`src/rtl/sl_receiver_if.sv`:
```
// rtl/sl_receiver_if.sv - host-side register and status bundle of the SL receiver
interface sl_receiver_if;
    logic [9:0]  wr_config_w;
    logic        wr_config_enable;
    logic [9:0]  r_config_w;
    logic [31:0] rx_data;
    logic        word_ready;
    logic        read_ack;
    logic        parity_err;
    logic        frame_err;
    logic        overrun;
    logic        rx_busy;
    logic        status_changed;

    // Host side: writes configuration, acknowledges words, observes status
    modport master (
        output wr_config_w, wr_config_enable, read_ack,
        input  r_config_w, rx_data, word_ready, parity_err, frame_err,
        input  overrun, rx_busy, status_changed
    );

    // Receiver side
    modport slave (
        input  wr_config_w, wr_config_enable, read_ack,
        output r_config_w, rx_data, word_ready, parity_err, frame_err,
        output overrun, rx_busy, status_changed
    );
endinterface

```
`src/rtl/sl_receiver.sv`:
```
// rtl/sl_receiver.sv - SL two-wire link receiver with glitch filter, parity and framing checks
module sl_receiver #(
    parameter int SYNC_STAGES  = 2,
    parameter int TIMEOUT_MULT = 4
) (
    input  logic         clk,
    input  logic         rst,
    input  logic         SL0,
    input  logic         SL1,
    sl_receiver_if.slave bus
);
    localparam logic [1:0] SYM_STOP = 2'b00;
    localparam logic [1:0] SYM_ZERO = 2'b01;
    localparam logic [1:0] SYM_ONE  = 2'b10;
    localparam logic [1:0] SYM_SEP  = 2'b11;
    localparam int         TMO_K    = TIMEOUT_MULT * 4;

    typedef enum logic [2:0] {IDLE, DATA, GAP, PAR, PGAP, STOPW, ERR} state_t;

    state_t                 state;
    logic [9:0]             cfg;
    logic [5:0]             bq_eff;
    logic                   irqm;
    logic [5:0]             p_len;
    logic [4:0]             f_len;
    logic [9:0]             tmo_lim;
    logic [SYNC_STAGES-1:0] s0_sr, s1_sr;
    logic [1:0]             sync_sym, cand, filt;
    logic [4:0]             stab_cnt;
    logic                   sym_evt;
    logic [31:0]            data;
    logic [5:0]             bit_cnt;
    logic                   par_bit;
    logic [9:0]             timer;
    logic                   is_bit, frame_hit, word_done, parity_ok;

    // Decode configuration fields into effective bit count, phase length and timeout
    always_comb begin
        bq_eff = (cfg[5:0] == 6'd0 || cfg[5:0] > 6'd32) ? 6'd32 : cfg[5:0];
        irqm   = cfg[6];
        case (cfg[9:7])
            3'd0:    p_len = 6'd2;
            3'd1:    p_len = 6'd4;
            3'd2:    p_len = 6'd8;
            3'd3:    p_len = 6'd16;
            3'd4:    p_len = 6'd32;
            default: p_len = 6'd2;
        endcase
        f_len   = p_len[5:1];
        tmo_lim = 10'(TMO_K) * {4'b0, p_len};
    end

    assign sync_sym       = {s0_sr[SYNC_STAGES-1], s1_sr[SYNC_STAGES-1]};
    assign bus.r_config_w = cfg;
    assign bus.rx_busy    = (state != IDLE);

    // Synchronize both lines and commit a symbol only after it is stable for F clocks
    always_ff @(posedge clk) begin
        if (rst) begin
            s0_sr    <= '1;
            s1_sr    <= '1;
            cand     <= SYM_SEP;
            filt     <= SYM_SEP;
            stab_cnt <= 5'd0;
            sym_evt  <= 1'b0;
        end else begin
            s0_sr   <= {s0_sr[SYNC_STAGES-2:0], SL0};
            s1_sr   <= {s1_sr[SYNC_STAGES-2:0], SL1};
            sym_evt <= 1'b0;
            if (sync_sym != cand) begin
                cand     <= sync_sym;
                stab_cnt <= 5'd1;
                if (f_len == 5'd1 && sync_sym != filt) begin
                    filt    <= sync_sym;
                    sym_evt <= 1'b1;
                end
            end else begin
                if (stab_cnt < f_len)
                    stab_cnt <= stab_cnt + 5'd1;
                if (stab_cnt == f_len - 5'd1 && cand != filt) begin
                    filt    <= cand;
                    sym_evt <= 1'b1;
                end
            end
        end
    end

    // Classify the current filtered change as a framing fault or a completed word
    always_comb begin
        is_bit    = (filt == SYM_ONE) || (filt == SYM_ZERO);
        parity_ok = ^{data, par_bit};
        frame_hit = 1'b0;
        word_done = 1'b0;
        case (state)
            IDLE:  frame_hit = sym_evt && (filt == SYM_STOP);
            DATA:  frame_hit = sym_evt && (filt != SYM_SEP);
            GAP:   frame_hit = sym_evt && (filt == SYM_STOP);
            PAR:   frame_hit = sym_evt && (filt != SYM_SEP);
            PGAP:  frame_hit = sym_evt && is_bit;
            STOPW: begin
                frame_hit = sym_evt && (filt != SYM_SEP);
                word_done = sym_evt && (filt == SYM_SEP);
            end
            default: frame_hit = 1'b0;
        endcase
        // A stalled line inside a word is a framing fault
        if (state != IDLE && state != ERR && !sym_evt && timer == tmo_lim - 10'd1)
            frame_hit = 1'b1;
    end

    // Word assembly FSM, configuration register and sticky host-visible status
    always_ff @(posedge clk) begin
        if (rst) begin
            state              <= IDLE;
            cfg                <= 10'b0100001000;
            data               <= 32'd0;
            bit_cnt            <= 6'd0;
            par_bit            <= 1'b0;
            timer              <= 10'd0;
            bus.rx_data        <= 32'd0;
            bus.word_ready     <= 1'b0;
            bus.parity_err     <= 1'b0;
            bus.frame_err      <= 1'b0;
            bus.overrun        <= 1'b0;
            bus.status_changed <= 1'b0;
        end else begin
            bus.status_changed <= 1'b0;
            if (bus.read_ack) begin
                bus.word_ready <= 1'b0;
                bus.parity_err <= 1'b0;
                bus.frame_err  <= 1'b0;
                bus.overrun    <= 1'b0;
            end
            if (bus.wr_config_enable && state == IDLE && filt == SYM_SEP)
                cfg <= bus.wr_config_w;

            // In ERR the timer measures continuous SEP; elsewhere time since the last change
            if (state == IDLE)
                timer <= 10'd0;
            else if (state == ERR)
                timer <= (filt == SYM_SEP) ? timer + 10'd1 : 10'd0;
            else
                timer <= sym_evt ? 10'd0 : timer + 10'd1;

            if (frame_hit) begin
                state              <= ERR;
                timer              <= 10'd0;
                bus.frame_err      <= 1'b1;
                bus.status_changed <= irqm & ~bus.frame_err;
            end else if (state == ERR) begin
                if (filt == SYM_SEP && timer == tmo_lim - 10'd1)
                    state <= IDLE;
            end else if (sym_evt) begin
                case (state)
                    IDLE: if (is_bit) begin
                        data    <= {31'd0, filt[1]};
                        bit_cnt <= 6'd1;
                        state   <= DATA;
                    end
                    DATA: state <= GAP;
                    GAP: if (is_bit) begin
                        if (bit_cnt < bq_eff) begin
                            data[bit_cnt[4:0]] <= filt[1];
                            bit_cnt            <= bit_cnt + 6'd1;
                            state              <= DATA;
                        end else begin
                            par_bit <= filt[1];
                            state   <= PAR;
                        end
                    end
                    PAR:     state <= PGAP;
                    PGAP:    state <= STOPW;
                    STOPW:   state <= IDLE;
                    default: state <= IDLE;
                endcase
            end

            if (word_done) begin
                if (!bus.word_ready || bus.read_ack) begin
                    bus.rx_data        <= data;
                    bus.word_ready     <= 1'b1;
                    bus.parity_err     <= ~parity_ok;
                    bus.status_changed <= 1'b1;
                end else begin
                    bus.overrun        <= 1'b1;
                    bus.status_changed <= irqm & ~bus.overrun;
                end
            end
        end
    end
endmodule

```
`src/flat_wrapper.sv`:
```
// flat-port wrapper written by rule: the top's interface ports become plain ports
module sl_receiver_flat 
#(
    parameter int SYNC_STAGES  = 2,
    parameter int TIMEOUT_MULT = 4
)
  (clk, rst, SL0, SL1, bus_wr_config_w, bus_wr_config_enable, bus_read_ack, bus_r_config_w, bus_rx_data, bus_word_ready, bus_parity_err, bus_frame_err, bus_overrun, bus_rx_busy, bus_status_changed);
  sl_receiver_if bus_i ();
  input  logic clk;
  input  logic rst;
  input  logic SL0;
  input  logic SL1;
  input wire logic [$bits(bus_i.wr_config_w)-1:0] bus_wr_config_w;
  input wire logic [$bits(bus_i.wr_config_enable)-1:0] bus_wr_config_enable;
  input wire logic [$bits(bus_i.read_ack)-1:0] bus_read_ack;
  output wire logic [$bits(bus_i.r_config_w)-1:0] bus_r_config_w;
  output wire logic [$bits(bus_i.rx_data)-1:0] bus_rx_data;
  output wire logic [$bits(bus_i.word_ready)-1:0] bus_word_ready;
  output wire logic [$bits(bus_i.parity_err)-1:0] bus_parity_err;
  output wire logic [$bits(bus_i.frame_err)-1:0] bus_frame_err;
  output wire logic [$bits(bus_i.overrun)-1:0] bus_overrun;
  output wire logic [$bits(bus_i.rx_busy)-1:0] bus_rx_busy;
  output wire logic [$bits(bus_i.status_changed)-1:0] bus_status_changed;
  assign bus_i.wr_config_w = bus_wr_config_w;
  assign bus_i.wr_config_enable = bus_wr_config_enable;
  assign bus_i.read_ack = bus_read_ack;
  assign bus_r_config_w = bus_i.r_config_w;
  assign bus_rx_data = bus_i.rx_data;
  assign bus_word_ready = bus_i.word_ready;
  assign bus_parity_err = bus_i.parity_err;
  assign bus_frame_err = bus_i.frame_err;
  assign bus_overrun = bus_i.overrun;
  assign bus_rx_busy = bus_i.rx_busy;
  assign bus_status_changed = bus_i.status_changed;
  sl_receiver #(.SYNC_STAGES(SYNC_STAGES), .TIMEOUT_MULT(TIMEOUT_MULT)) u_core (.clk(clk), .rst(rst), .SL0(SL0), .SL1(SL1), .bus(bus_i));
endmodule
```
`config.mk`:
```
export PLATFORM = sky130hd
export DESIGN_NAME = sl_receiver_flat
export DESIGN_NICKNAME = d
export VERILOG_FILES = /design/src/rtl/sl_receiver_if.sv /design/src/rtl/sl_receiver.sv /design/src/flat_wrapper.sv
export SDC_FILE = /design/constraint.sdc
export NUM_CORES = 1
export LEC_CHECK = 0
export ABC_AREA = 1
export CORE_MARGIN = 2
export CORE_UTILIZATION = 55
export CTS_BUF_LIST = sky130_fd_sc_hd__clkbuf_4
export DETAILED_ROUTE_END_ITERATION = 7
export GPL_TIMING_DRIVEN = 0
export PLACE_DENSITY = 0.78
export SLEW_MARGIN = 0
export SYNTH_ARGS = -nofsm -noshare
export SYNTH_HDL_FRONTEND = slang
export SYNTH_SLANG_ARGS = --single-unit
```
`constraint.sdc`:
```
create_clock -name clk -period 2.8 [get_ports clk]
set_input_delay 0.42 -clock clk [delete_from_list [all_inputs] [get_ports clk]]
set_output_delay 0.42 -clock clk [all_outputs]
set_load 0.05 [all_outputs]
```
==> metrics.md <==
| Metric | Value |
|---|---|
| Cts bufs inserted | `17` |
| Worst setup SP type | `flop` |
| Setup CP Type | `flop to output pin` |
| Clock Tree Buf Depth | `2` |
| Clock Pin Slew Worst Setup and Hold Paths | `0.10 ns` |
| PwrDens | `455 mW/mm^2` |
| Antenna diodes | `0` |
| Initial Utilization | `0.571` |
| Syn_nets | `923` |
| Register bit total from synthesis | `113` |
| Post-synth top area share | `0.380` |
| Die area | `0.0117 sq mm` |
| Vias | `5840` |
| Warnings from Yosys | `0` |
| Async SR Flop Fraction | `0` |
| Initial DRC Count | `384` |
| Top FF cell, synth | `dfxtp_1` |
| Clock Skew | `0.0153 ns` |
| Reg-to-Reg Start | `u_core.bus.r_config_w[2]` |
| Slew HR | `0.562` |
| DR WL/cell | `13.0 um` |
| IO Port Bufs | `62` |
| RSZ-0062 raised after global routing | `false` |
| HP Class | `primary input to flop` |
| Sequential group share of total power | `0.533` |
| Switching share of power | `0.293` |
| Overflow left after global routing | `0` |
| Hold_buf cts | `0` |
| CP endpoint kind | `output pin` |
| Antenna viol nets, final | `0` |
| # IOs | `64` |
| P_leak | `2.69 nW` |
| DR pass1 iterations | `6` |
| Die width | `108 um` |
| Final count of hold timing violations | `0` |
| Core footprint | `0.0104 sq mm` |
| Root Buffer | `clkbuf_4` |
| Antenna violations before repair | `0` |
| Critical-path cell list | `buf_4 > nor2_2 > inv_1 > nor2_2 > inv_1 > clkdlybuf4s50_1` |
| CP required | `2.38 ns` |
| CP arrival | `2.16 ns` |
| Post-synth EDFFs | `0` |
| Tmin final | `2.58 ns` |
| R2R Path End | `u_core.data[25]` |
| Die height | `108 um` |
| Avg Cell Area, Syn | `6.69 sq um` |
| Ranking of synthesized cells by area | `dfxtp_1 (38%), nand2_1 (17%), nand3_1 (7.9%)` |
| Final Cycle Share | `0.920` |
| Area delta synth->final | `17.1%` |
| GRT Overall Usage | `0.263` |
| Worst-Margin Slew | `0.657 ns` |
| Share of cells above drive strength 1 | `0.0540` |
| FF-to-FF setup slack | `0.26 ns` |
| Tot Pwr | `0.00317 W` |
| Worst vdd ir | `0.314 mV` |
| Worst R2R Path Depth | `14` |
| P_int | `0.00224 W` |
| Worst Hold Path Cells | `4` |
| CP Max Fanout | `9` |
| Post-CTS Setup Bufs | `0` |
| Clock group share of total power | `0.323` |
| Cell row count | `37` |
| Residual DRC | `0` |
| Cells after Synth | `889` |
| Post-DP HPWL | `10500 um` |
| Post-synthesis sequential area ratio | `0.380` |
| GPL Wtd Cong | `0.838` |
| Post-Syn Area | `0.00595 sq mm` |
| Worst-skew pair later-pin latency | `0.52 ns` |
| H-tree depth | `4` |
| Fmax | `388 MHz` |
| Max-cap viol count | `0` |
| Sequential cell area | `0.00226 sq mm` |
| Final setup violation count | `0` |
| CTS tree | `yes` |
| Drt total wl | `14500 um` |
| Via density per instance | `5.22` |
| Crit path from | `u_core.state[2]` |
| Nets | `1004` |
| Slowest cell on crit path | `clkdlybuf4s50_1` |
| Largest net degree at the start of global routing | `17` |
| Num Clock Sinks | `113` |
| Logic gate share of total power | `0.145` |
| TNS Setup | `0 ns` |
| Status | `finished, final reports clean` |
| Area of the multi-input gates | `0.00321 sq mm` |
| Slowest stage delay, CP | `0.70 ns` |
| Switch Pwr | `0.000929 W` |
| Fillers | `1002` |
| First-pass GRT wire length | `24600 um` |
| Max-slew violations | `0` |
| Vias in the first global route | `5394` |
| Hold Crit Endpoint | `u_core.bus.parity_err` |
| Cell taking the most area after synthesis | `dfxtp_1` |
| Synth cell types | `35` |
| Min-delay src | `rst` |
cell type report:
cell class,instances,area share
well taps,136,0.0244
clock buffers,20,0.0216
plain buffers,40,0.0255
inverters,79,0.0426
multi-input cells,657,0.462
clock inverters,11,0.0104
repair buffers,62,0.0891
flip-flops and latches,113,0.325
timing repair:
action                     4_1_cts  5_1_grt
hold endpoints to repair         0        0
resized for setup                0        1
setup endpoints to repair        0        2
placed cells by master, fill, tap and decap left out, types with 2 or more instances in the layout:
cell | synthesis | final
o22ai_1 | 2 | 2
clkinv_2 | 0 | 4
clkinv_1 | 2 | 8
nand2_2 | 2 | 2
nand2_1 | 265 | 265
buf_1 | 4 | 3
or2_2 | 5 | 5
clkbuf_1 | 27 | 27
o21ai_0 | 17 | 17
nand4_2 | 2 | 2
buf_6 | 2 | 2
buf_2 | 6 | 6
xor2_1 | 18 | 18
nor2_1 | 78 | 78
dfxtp_1 | 113 | 113
a21oi_1 | 91 | 91
nand3_1 | 94 | 94
nand4_1 | 5 | 5
o21ai_1 | 3 | 3
o211ai_1 | 2 | 2
nor2_2 | 5 | 5
inv_1 | 73 | 73
inv_2 | 4 | 4
clkbuf_4 | 0 | 20
xnor2_1 | 23 | 23
a31oi_1 | 2 | 2
ha_1 | 18 | 18
nor4_1 | 2 | 2
nor3_1 | 16 | 16
clkdlybuf4s50_1 | 0 | 62
per-layer routing:
metal  vias to the layer above  track usage  wire [um]
met5                         -            0          0
met4                         0        0.112        396
met3                        37       0.0591        894
met2                       187        0.402       6080
met1                      2591        0.358       7110
li1                       3025            -          -
power groups by stage:
stage               Sequential [W]  Clock, W  Combinational [W]
floorplan                  0.00178         0           0.000255
CTS                        0.00169   0.00105           0.000456
global placement           0.00172         0           0.000447
detailed placement         0.00172         0           0.000454
finish                     0.00169   0.00102           0.000458
global route               0.00170   0.00113           0.000509
flip-flops by register name, indices dropped and copies added, names as in the netlist, 2 cells and up:
register and cells:
u_core.bit_cnt 6, u_core.bus.r_config_w 10, u_core.s1_sr 2, u_core.bus.rx_data 32
u_core.stab_cnt 5, u_core.state 3, u_core.s0_sr 2, u_core.filt 2
u_core.data 32, u_core.cand 2, u_core.timer 10
synthesized netlist by cell type (all sizes together), types with 5 or more instances:
cell type and instances:
nor2 83, nand2 267, xnor2 23, xor2 18, dfxtp 113, clkbuf 27, nand4 7, inv 77
a21oi 91, or2 5, ha 18, nor3 16, o21ai 20, buf 13, nand3 94
stage by stage:
stage / area [sq um] / worst slack (ns) / instances / utilization / hold WS, ns
3_5_place_dp: 6740 / 0.300 / 1087 / 0.647 / 0.395
4_1_cts: 6960 / 0.207 / 1118 / 0.668 / 0.366
3_3_place_gp: 6740 / 0.350 / 1087 / 0.647 / 0.394
6_report: 6960 / 0.224 / 1118 / 0.669 / 0.400
5_1_grt: 6960 / 0.00762 / 1118 / 0.669 / 0.425
2_1_floorplan: 5950 / 0.361 / 889 / - / 0.389
critical path, delay by kind of cell, from the launching register on:
| family | cells | cell delay [ns] |
|---|---|---|
| flip-flops | 1 | 0.31 |
| AND/OR/NAND/NOR | 2 | 0.29 |
| buffers and inverters | 4 | 1.04 |
worst max-delay path by stage:
stage | to | slack (ns)
after floorplan | u_core.data[14] | 0.36
after global placement | u_core.data[30] | 0.35
after detailed placement | u_core.data[25] | 0.30
after CTS | bus_rx_busy | 0.21
after global routing | u_core.data[21] | 0.008
final | bus_rx_busy | 0.22
cells by family (layout without fill, tap and decap cells):
| logic type | Yosys count | count (layout) | synth area share |
|---|---|---|---|
| xor+xnor | 41 | 41 | 0.0604 |
| simple gates | 477 | 477 | 0.336 |
| compound gates | 121 | 121 | 0.106 |
| buf+inv | 119 | 212 | 0.0795 |
| flops | 113 | 113 | 0.380 |
| fa+ha+maj | 18 | 18 | 0.0379 |
(Power assumes the default switching activity.)
